==> src/rtl/seq_signed_divider_pkg.sv <==
// Shared ALU divider definitions: FSM state encoding, default width and
// the quotient fill pattern used when the divisor is zero.
package seq_signed_divider_pkg;

  localparam int DIV_BITS = 32;

  typedef enum logic [1:0] {
    ST_IDLE   = 2'd0,
    ST_DIVIDE = 2'd1,
    ST_FIXUP  = 2'd2,
    ST_DONE   = 2'd3
  } state_t;

  // Divide-by-zero quotient is every bit set to this value (all ones).
  localparam logic DBZ_Q_FILL = 1'b1;

endpackage

==> src/rtl/seq_signed_divider_if.sv <==
// Start/done request bus between the ALU control unit (master) and the
// sequential divider (slave).
interface seq_signed_divider_if
  import seq_signed_divider_pkg::*;
#(
  parameter int BITS = DIV_BITS
);
  logic            start;
  logic [BITS-1:0] dividend;
  logic [BITS-1:0] divisor;
  logic            busy;
  logic            done;
  logic [BITS-1:0] quotient;
  logic [BITS-1:0] remainder;
  logic            div_by_zero;

  modport master (
    output start, dividend, divisor,
    input  busy, done, quotient, remainder, div_by_zero
  );

  modport slave (
    input  start, dividend, divisor,
    output busy, done, quotient, remainder, div_by_zero
  );
endinterface

==> src/rtl/seq_signed_divider_div_step.sv <==
// One restoring shift-subtract iteration on magnitudes; purely combinational.
// The BITS+1-bit difference is exact because shifted < 2*divisor <= 2^BITS.
module div_step
  import seq_signed_divider_pkg::*;
#(
  parameter int BITS = DIV_BITS
) (
  input  logic [BITS:0]   shifted,
  input  logic [BITS-1:0] divisor,
  output logic [BITS-1:0] rem_next,
  output logic            qbit
);
  logic [BITS:0] diff;

  assign diff     = shifted - {1'b0, divisor};
  assign qbit     = ~diff[BITS];
  // A kept remainder is always below the divisor, so BITS bits hold it.
  assign rem_next = qbit ? diff[BITS-1:0] : shifted[BITS-1:0];
endmodule

==> src/rtl/seq_signed_divider.sv <==
// Signed truncating divider, BITS+2 cycles from accepted start to done pulse.
// Start is only sampled in IDLE; requests while busy are dropped, not queued.
module seq_signed_divider
  import seq_signed_divider_pkg::*;
#(
  parameter int BITS = DIV_BITS
) (
  input  logic                 clk,
  input  logic                 clr,
  seq_signed_divider_if.slave  bus
);
  localparam int CW = $clog2(BITS);
  localparam logic [BITS-1:0] ONE = BITS'(1);

  state_t          state, state_nxt;
  logic [CW-1:0]   cnt;
  logic [BITS-1:0] q_sh, rem, dvs_mag, dvd_orig;
  logic            sign_q, sign_r, zero;
  logic [BITS-1:0] quo_r, rem_r;
  logic            dbz_r;

  logic [BITS-1:0] dvd_mag_in, dvs_mag_in, step_rem;
  logic            step_qbit;

  // Most-negative operand maps to 2^(BITS-1), which is exact as unsigned.
  assign dvd_mag_in = bus.dividend[BITS-1] ? (~bus.dividend + ONE) : bus.dividend;
  assign dvs_mag_in = bus.divisor[BITS-1]  ? (~bus.divisor + ONE)  : bus.divisor;

  div_step #(.BITS(BITS)) u_step (
    .shifted  ({rem, q_sh[BITS-1]}),
    .divisor  (dvs_mag),
    .rem_next (step_rem),
    .qbit     (step_qbit)
  );

  always_ff @(posedge clk) begin
    if (!clr) state <= ST_IDLE;
    else      state <= state_nxt;
  end

  always_comb begin
    state_nxt = state;
    case (state)
      ST_IDLE:   if (bus.start) state_nxt = ST_DIVIDE;
      ST_DIVIDE: if (cnt == '0) state_nxt = ST_FIXUP;
      ST_FIXUP:  state_nxt = ST_DONE;
      ST_DONE:   state_nxt = ST_IDLE;
      default:   state_nxt = ST_IDLE;
    endcase
  end

  always_ff @(posedge clk) begin
    if (!clr) begin
      cnt      <= '0;
      q_sh     <= '0;
      rem      <= '0;
      dvs_mag  <= '0;
      dvd_orig <= '0;
      sign_q   <= 1'b0;
      sign_r   <= 1'b0;
      zero     <= 1'b0;
      quo_r    <= '0;
      rem_r    <= '0;
      dbz_r    <= 1'b0;
    end else begin
      case (state)
        ST_IDLE: begin
          if (bus.start) begin
            q_sh     <= dvd_mag_in;
            rem      <= '0;
            dvs_mag  <= dvs_mag_in;
            dvd_orig <= bus.dividend;
            sign_q   <= bus.dividend[BITS-1] ^ bus.divisor[BITS-1];
            sign_r   <= bus.dividend[BITS-1];
            zero     <= (bus.divisor == '0);
            cnt      <= CW'(BITS - 1);
          end
        end
        ST_DIVIDE: begin
          rem  <= step_rem;
          q_sh <= {q_sh[BITS-2:0], step_qbit};
          cnt  <= cnt - CW'(1);
        end
        ST_FIXUP: begin
          quo_r <= zero ? {BITS{DBZ_Q_FILL}} : (sign_q ? (~q_sh + ONE) : q_sh);
          rem_r <= zero ? dvd_orig : (sign_r ? (~rem + ONE) : rem);
          dbz_r <= zero;
        end
        default: ;
      endcase
    end
  end

  assign bus.busy        = (state != ST_IDLE);
  assign bus.done        = (state == ST_DONE);
  assign bus.quotient    = quo_r;
  assign bus.remainder   = rem_r;
  assign bus.div_by_zero = dbz_r;
endmodule

==> src/flat_wrapper.sv <==
// flat-port wrapper written by rule: the top's interface ports become plain ports
module seq_signed_divider_flat import seq_signed_divider_pkg::*;
#(
  parameter int BITS = DIV_BITS
)
  (clk, clr, bus_start, bus_dividend, bus_divisor, bus_busy, bus_done, bus_quotient, bus_remainder, bus_div_by_zero);
  seq_signed_divider_if #(.BITS(BITS)) bus_i ();
  input  logic clk;
  input  logic clr;
  input wire logic [$bits(bus_i.start)-1:0] bus_start;
  input wire logic [$bits(bus_i.dividend)-1:0] bus_dividend;
  input wire logic [$bits(bus_i.divisor)-1:0] bus_divisor;
  output wire logic [$bits(bus_i.busy)-1:0] bus_busy;
  output wire logic [$bits(bus_i.done)-1:0] bus_done;
  output wire logic [$bits(bus_i.quotient)-1:0] bus_quotient;
  output wire logic [$bits(bus_i.remainder)-1:0] bus_remainder;
  output wire logic [$bits(bus_i.div_by_zero)-1:0] bus_div_by_zero;
  assign bus_i.start = bus_start;
  assign bus_i.dividend = bus_dividend;
  assign bus_i.divisor = bus_divisor;
  assign bus_busy = bus_i.busy;
  assign bus_done = bus_i.done;
  assign bus_quotient = bus_i.quotient;
  assign bus_remainder = bus_i.remainder;
  assign bus_div_by_zero = bus_i.div_by_zero;
  seq_signed_divider #(.BITS(BITS)) u_core (.clk(clk), .clr(clr), .bus(bus_i));
endmodule
==> config.mk <==
export PLATFORM = sky130hd
export DESIGN_NAME = seq_signed_divider_flat
export DESIGN_NICKNAME = d
export VERILOG_FILES = /design/src/rtl/seq_signed_divider_pkg.sv /design/src/rtl/seq_signed_divider_if.sv /design/src/rtl/seq_signed_divider_div_step.sv /design/src/rtl/seq_signed_divider.sv /design/src/flat_wrapper.sv
export SDC_FILE = /design/constraint.sdc
export NUM_CORES = 1
export LEC_CHECK = 0
export CAP_MARGIN = 20
export CORE_ASPECT_RATIO = 2
export CORE_UTILIZATION = 64
export CTS_BUF_LIST = sky130_fd_sc_hd__clkbuf_8
export DETAILED_ROUTE_END_ITERATION = 16
export GPL_TIMING_DRIVEN = 0
export PLACE_DENSITY = 0.89
export SLEW_MARGIN = 10
export SYNTH_ARGS = -nofsm -noshare
export SYNTH_HDL_FRONTEND = slang
export SYNTH_SLANG_ARGS = --single-unit
export TNS_END_PERCENT = 100
==> constraint.sdc <==
create_clock -name clk -period 5.7 [get_ports clk]
set_input_delay 1.14 -clock clk [delete_from_list [all_inputs] [get_ports clk]]
set_output_delay 1.14 -clock clk [all_outputs]
set_load 0.01 [all_outputs]
==> results.md, run 1 <==
- Synth Area in Compound Gates: 0.251
- Worst Path Required: 6180 ps
- Final cycle utilization of the critical path: 0.721
- Global-route wire length before repair: 61.2 mm
- Share of post-route cells with drive strength above 1: 0.0674
- CTS tree: done
- DIE WIDTH: 101 um
- DR vias: 12500
- CP Cell Sequence: inv_1 -> fa_1 -> nor2b_1 -> o31ai_1 -> a31o_2 -> a21oi_1 -> nor2_1 -> o21ai_1 -> a311o_1 -> buf_2 -> buf_2 -> a2bb2oi_1 -> o21ai_0
- Clock latency at the later pin of the worst-skew pair: 610 ps
- DR pass1 iterations: 6
- Pleak: 5.83 nW
- Tot GR Track Use: 0.394
- Post-synth ARST share: 0
- Largest net degree at the start of global routing: 15
- FILL cells: 1437
- GR Overflow Total: 0
- Hold Slack: 469 ps
- Routability congestion estimate from global placement: 1.01
- Fmax: 243 MHz
- Crit path max-delay cell type: dfxtp_1
- Fin crit period: 4110 ps
- Layout Nets: 1809
- Final Hold Fails: 0
- Post-CTS Setup Inserts: 0
- Detailed Place HPWL: 30.0 mm
- H-tree levels: 1
- Wire per inst: 19.7 um
- RSZ-0062 raised after global routing: no
- Die area: 0.0202 mm2
- Post-synthesis sequential area ratio: 0.323
- CP Buf/Inv Count: 3
- Worst setup EP type: flip-flop
- Vias in the first global route: 12800
- Initial drt markers: 694
- Area occupied by multi-input gates: 0.00789 mm2
- Top delay family on crit path: compound AO/OA/AOI/OAI gates
- Critical path launch point type: flip-flop
- Combinational power share: 0.444
- Worst Path Arrival: 4590 ps
- Mux contribution to synthesized area: 0.0503
- Switching share of power: 0.412
- Syn_nets: 1645
- Simple-gate share of the synthesized area: 0.188
- Core Footprint: 0.0193 mm2
- PortBufs: 132
- Largest family of logic cells by synthesized area: compound AO/OA/AOI/OAI gates
- DR vias/cell: 6.32
- Peak VDD IR: 0.000261 V
- Crit path top cell by count: buf_2
- Synth warn: 0
- Int Pwr: 0.00355 W
- Critical path class: flip-flop to flip-flop
- Post-synthesis average cell area: 8.16 um2
- Post-Syn Area: 0.0125 mm2
- Initial antenna violation count: 1
- Least-Margin Pin Slew: 991 ps
- Seq pwr share: 0.334
- CP max FO: 10
- Clock share of power: 0.222
- Post-synth EDFFs: 0
- Synthesized instance count: 1535
- Setup tns final: 0 ps
- CTS buffer count: 29
- Synth Area in XOR/XNOR: 0.0972
- Die Span Y: 200 um
- Antenna violation net count after detailed routing: 0
- Clock-pin transition on the worst setup and hold timing paths: 70 ps
- Outcome: finished, final reports clean
- Clock Skews: 15.8 ps
- Max_slew headroom: 0.340
- Most used DFF post-synth: dfxtp_1
- Power Dens Cells: 406 mW/mm2
- Hold crit path type: flip-flop to flip-flop
- Starting Density: 0.650
- Clock sink total: 202
- Post-CTS Resized: 0
- Io pins: 134
- Row count: 72
- Syn-to-layout area delta: 18.6%
- Setup violators final: 0
- Final wirelength: 39.1 mm
- Max_cap viols: 0
- Reg area: 0.00404 mm2
- Hold_buf cts: 0
- Synth Register Bits: 202
- Post-synth cell types: 72
- DRC violations left: 0
- Slew Viols, Final: 0
- Maximum root-to-sink buffer count: 3
- CP max stage delay: 470 ps
- Adder-cell share of the synthesized area: 0.0435
- Root Buffer: clkbuf_8
- Net switching power: 0.00249 W
## cells in the final DEF (no fill, tap or decap), types with 14 or more instances in the layout
master,n
nand2_1,276
o31ai_1,31
nor2b_1,39
inv_1,61
xor2_1,76
mux2i_1,63
o211ai_1,17
xnor2_1,63
nor2_1,40
clkbuf_1,80
ha_1,42
o41ai_1,14
nand3_1,19
clkdlybuf4s50_1,132
o221a_2,31
a21oi_1,59
or4_1,17
a21boi_0,53
o21ai_0,137
dfxtp_1,202
o211a_1,39
clkbuf_8,38
## layer usage
layer  track usage  up-vias  part of all wire
li1              -     5803                 -
met1         0.328     5782              0.30
met2         0.724      674              0.52
met3        0.0877      274             0.068
met4         0.413        0              0.10
met5             0        -                 0
## path summary, 6_finish.rpt
kind	from	slack, ps	to	cells after the start
worst max-delay path	u_core.rem[0]$_SDFFE_PN0P_	1590	u_core.rem[10]$_SDFFE_PN0P_	13
worst min-delay path	u_core.dvd_orig[17]$_SDFFE_PN0P_	470	u_core.dvd_orig[17]$_SDFFE_PN0P_	2
worst max register to register	u_core.rem[0]$_SDFFE_PN0P_	1590	u_core.rem[10]$_SDFFE_PN0P_	13
worst min register to register	u_core.dvd_orig[17]$_SDFFE_PN0P_	470	u_core.dvd_orig[17]$_SDFFE_PN0P_	2
## power groups by stage
stage                     clock network, W  registers, W  logic, W
final                              0.00134       0.00201   0.00268
after global routing               0.00140       0.00205   0.00290
after CTS                          0.00133       0.00200   0.00262
after detailed placement                 0       0.00203   0.00261
after global placement                   0       0.00201   0.00252
after floorplan                          0       0.00200   0.00174
## Yosys cell counts, types with 11 or more instances
master,instances,area share
a21boi_0,53,0.032
a21oi_1,59,0.024
and3_1,11,0.0055
clkbuf_1,80,0.024
dfxtp_1,202,0.32
ha_1,42,0.042
inv_1,57,0.017
mux2i_1,63,0.050
nand2_1,276,0.083
nand2b_1,13,0.0065
nand3_1,19,0.0076
nor2_1,40,0.012
nor2b_1,39,0.019
nor3_1,13,0.0052
o211a_1,39,0.031
o211ai_1,17,0.010
o21ai_0,137,0.055
o221a_2,31,0.028
o31ai_1,31,0.019
o41ai_1,14,0.0098
or3_1,12,0.0060
or4_1,17,0.010
xnor2_1,63,0.044
xor2_1,76,0.053
## sequential cells by signal (all words and copies together) (netlist names), 2 cells and up
name                  flops
u_core.bus.quotient      32
u_core.bus.remainder     32
u_core.cnt                5
u_core.dvd_orig          31
u_core.dvs_mag           32
u_core.q_sh              32
u_core.rem               32
u_core.state              2
## final cells by class
type                       count  area share
clock inverter                16      0.0103
timing repair buffer         133      0.0893
multi-input combinational   1179       0.531
sequential                   202       0.272
tap                          259      0.0218
clock buffer                  38      0.0352
buffer                        96      0.0253
antenna                        1    0.000168
inverter                      58      0.0147
## worst register-to-register path, cell delays in order, from the launching register on
cell	delay (ps)
dfxtp_1	470
inv_1	220
fa_1	470
nor2b_1	190
o31ai_1	140
a31o_2	270
a21oi_1	310
nor2_1	210
o21ai_1	340
a311o_1	320
buf_2	400
buf_2	360
a2bb2oi_1	200
o21ai_0	100
## metrics by stage
step | util | instance area [um2] | power, W | setup slack [ps] | std cells
after floorplan | - | 12500 | 0.00375 | 2260 | 1535
after global placement | 0.735 | 14200 | 0.00453 | 1500 | 1926
after detailed placement | 0.735 | 14200 | 0.00463 | 1440 | 1926
after CTS | 0.770 | 14900 | 0.00595 | 1690 | 1980
after global routing | 0.771 | 14900 | 0.00635 | 1520 | 1981
final | 0.771 | 14900 | 0.00604 | 1590 | 1982
## cells by family after synthesis
kind of cell	Yosys count
xor+xnor	139
flops	202
simple gates	492
fa+ha+maj	43
buf+inv	154
compound gates	442
mux	63
Power figures use the tool's default switching activity.
==> run 2, diff against run 1 <==
CORE_UTILIZATION = 54   (was 64)
PLACE_DENSITY = 0.8   (was 0.89)
clock period = 3.68 ns   (was 5.7 ns; I/O delays follow)
==> run 2 against run 1 <==
Net effect: sequential power grew 55%; wire length down 0.23%; largest cell class unchanged; first-iteration DRC count fell by 0.29%; largest power group unchanged; worst hold slack improved by 0.78 ps; die area up 18%.
==> results.md, run 2 (same netlist as run 1, synthesis figures left out) <==
- DRC violations left: 0 (unchanged)
- Initial antenna violation count: 0 (-1)
- Power Dens Cells: 627 mW/mm2 (+54%)
- Share of post-route cells with drive strength above 1: 0.0691 (+0.00170)
- Hold Slack: 470 ps (+0.778 ps)
- End of the worst register-to-register path: u_core.rem[30]$_SDFFE_PN0P_
- DR vias: 11900 (-4.8%)
- Io pins: 134 (unchanged)
- Global-route wire length before repair: 60.2 mm (-1.7%)
- Syn-to-layout area delta: 19.2%
- Die area: 0.0239 mm2 (+18%)
- Diodes inserted: 0 (-1)
- GR Overflow Total: 0 (unchanged)
- Wire per inst: 19.5 um (-1.3%)
- Post-CTS Setup Inserts: 0 (unchanged)
- Critical path launch point type: flip-flop
- DIE WIDTH: 110 um (+8.7%)
- PortBufs: 132 (unchanged)
- Most common cell after layout, fill and taps aside: nand2_1
- Final total power: 0.00937 W (+55%)
- Vias in the first global route: 12100 (-5.8%)
- Fin area: 0.0149 mm2 (+0.50%)
- Final cycle utilization of the critical path: 0.973 (+0.252)
- Outcome: finished, final reports clean
- Clock-pin transition on the worst setup and hold timing paths: 70 ps (about the same)
- Pleak: 5.86 nW (+0.40%)
- Routability congestion estimate from global placement: 0.934 (-7.5%)
- Maximum root-to-sink buffer count: 3 (unchanged)
- Worst setup EP type: flip-flop
- Area of placed instances: 0.0142 mm2 (+0.19%)
- Antenna violation net count after detailed routing: 0 (unchanged)
- Max_slew headroom: 0.370 (+0.0302)
- Row count: 78 (+8.3%)
- Detailed Place HPWL: 31.0 mm (+3.3%)
- Hold depth: 2 (unchanged)
- Least-Margin Pin Slew: 945 ps (-45.3 ps)
- Reg2Reg Depth: 14 (+1)
- Largest net degree at the start of global routing: 15 (unchanged)
- CP max FO: 10 (unchanged)
- Fmax: 279 MHz (+15%)
- Worst Path Required: 4190 ps (-1990 ps)
- Peak VDD IR: 0.000585 V (+120%)
- Max_cap viols: 0 (unchanged)
- Final wirelength: 39.0 mm (-0.23%)
- CTS tree: done
- Setup violators final: 0 (unchanged)
- DR pass1 iterations: 5 (-1)
- Hold endpoint: u_core.dvs_mag[25]$_SDFFE_PN0P_
- Tot GR Track Use: 0.331 (-0.0630)
- Most frequent cells in the layout: 276 x nand2_1, 201 x dfxtp_1, 137 x o21ai_0
- Die Span Y: 217 um (+8.8%)
- FF-to-FF Start: u_core.q_sh[31]$_SDFFE_PN0P_
- Worst setup margin: 99.3 ps (-1490 ps)
- Worst Path Arrival: 4090 ps (-500 ps)
- Util after Layout: 0.657 (-0.114)
- Clock sink total: 202 (unchanged)
- Hold crit path type: flip-flop to flip-flop
- Slew Viols, Final: 0 (unchanged)
- Dpl ws: -402 ps (-1840 ps)
- Fin crit period: 3580 ps (-529 ps)
- Starting Density: 0.551 (-0.0989)
- Root Buffer: clkbuf_8
- Clock Skews: 28.6 ps (+12.7 ps)
- Critical path class: flip-flop to flip-flop
- Clock latency at the later pin of the worst-skew pair: 610 ps (about the same)
- Final Hold Fails: 0 (unchanged)
- DR vias/cell: 5.96 (-5.8%)
- R2R Setup Slk: 100 ps (-1490 ps)
- H-tree levels: 1 (unchanged)
- Initial drt markers: 692 (-0.29%)
- Hold Startpoint: u_core.dvs_mag[25]$_SDFFE_PN0P_
- Layout Nets: 1809 (unchanged)
- Core Footprint: 0.0227 mm2 (+18%)
- CTS buffer count: 30 (+3.4%)
run 2: changes by cell type in the layout (fill, tap and decap cells not counted), moves of 2 or more:
| cell | before | now |
|---|---|---|
| clkbuf_8 | 38 | 40 |
| buf_2 | 4 | 2 |
| clkinv_2 | 8 | 4 |
| inv_1 | 61 | 65 |
run 2: how the worst max path moves through the flow:
stage	from	to	slack, ps	depth (start not counted)
finish	u_core.q_sh[31]$_SDFFE_PN0P_	u_core.rem[30]$_SDFFE_PN0P_	100	14
floorplan	u_core.q_sh[31]$_SDFFE_PN0P_	u_core.rem[21]$_SDFFE_PN0P_	640	13
global route	u_core.q_sh[31]$_SDFFE_PN0P_	u_core.rem[10]$_SDFFE_PN0P_	-4	14
detailed placement	u_core.rem[0]$_SDFFE_PN0P_	u_core.rem[30]$_SDFFE_PN0P_	-400	13
CTS	u_core.rem[0]$_SDFFE_PN0P_	u_core.rem[30]$_SDFFE_PN0P_	60	13
global placement	u_core.rem[0]$_SDFFE_PN0P_	u_core.rem[30]$_SDFFE_PN0P_	-380	13
run 2: cell type report:
class                   count  area [um2]
well taps                 280         350
fillers                  1973        7810
clock buffers              40         551
flip-flops and latches    202        4050
clock inverters            16         148
repair buffers            132        1320
multi-input cells        1179        7920
inverters                  58         218
plain buffers              96         384
run 2: per-layer routing:
metal	track usage	part of all wire	vias to the layer above
met5	0	0	-
met4	0.286	0.088	0
met3	0.0451	0.042	199
met2	0.635	0.55	431
met1	0.286	0.32	5507
li1	-	-	5800
run 2: power by group:
part	switching, W	internal (W)
Clock	0.000940	0.00118
Sequential	0.000445	0.00267
Combinational	0.00244	0.00169
run 2: metrics by stage:
step / cells / TNS [ps]
5_1_grt: 2003 / -7.39
3_3_place_gp: 1947 / -3270
6_report: 2003 / 0
3_5_place_dp: 1947 / -4370
2_1_floorplan: 1535 / 0
4_1_cts: 2003 / 0
run 2: repair_timing:
action	CTS	global route
pin swaps	0	1
resized for setup	5	3
hold buffers	0	0
setup endpoints to repair	30	6
run 2: worst max-delay path, stage by stage (launching register included):
cell and delay, ps:
dfxtp_1 390, inv_1 100, ha_1 230, fa_1 410, nor2b_1 230, o31ai_2 120, a31o_2 270, a21oi_2 240
nor2_2 130, o21ai_2 250, a311o_1 330, buf_6 240, buf_4 250, o31ai_1 130, o211ai_1 160
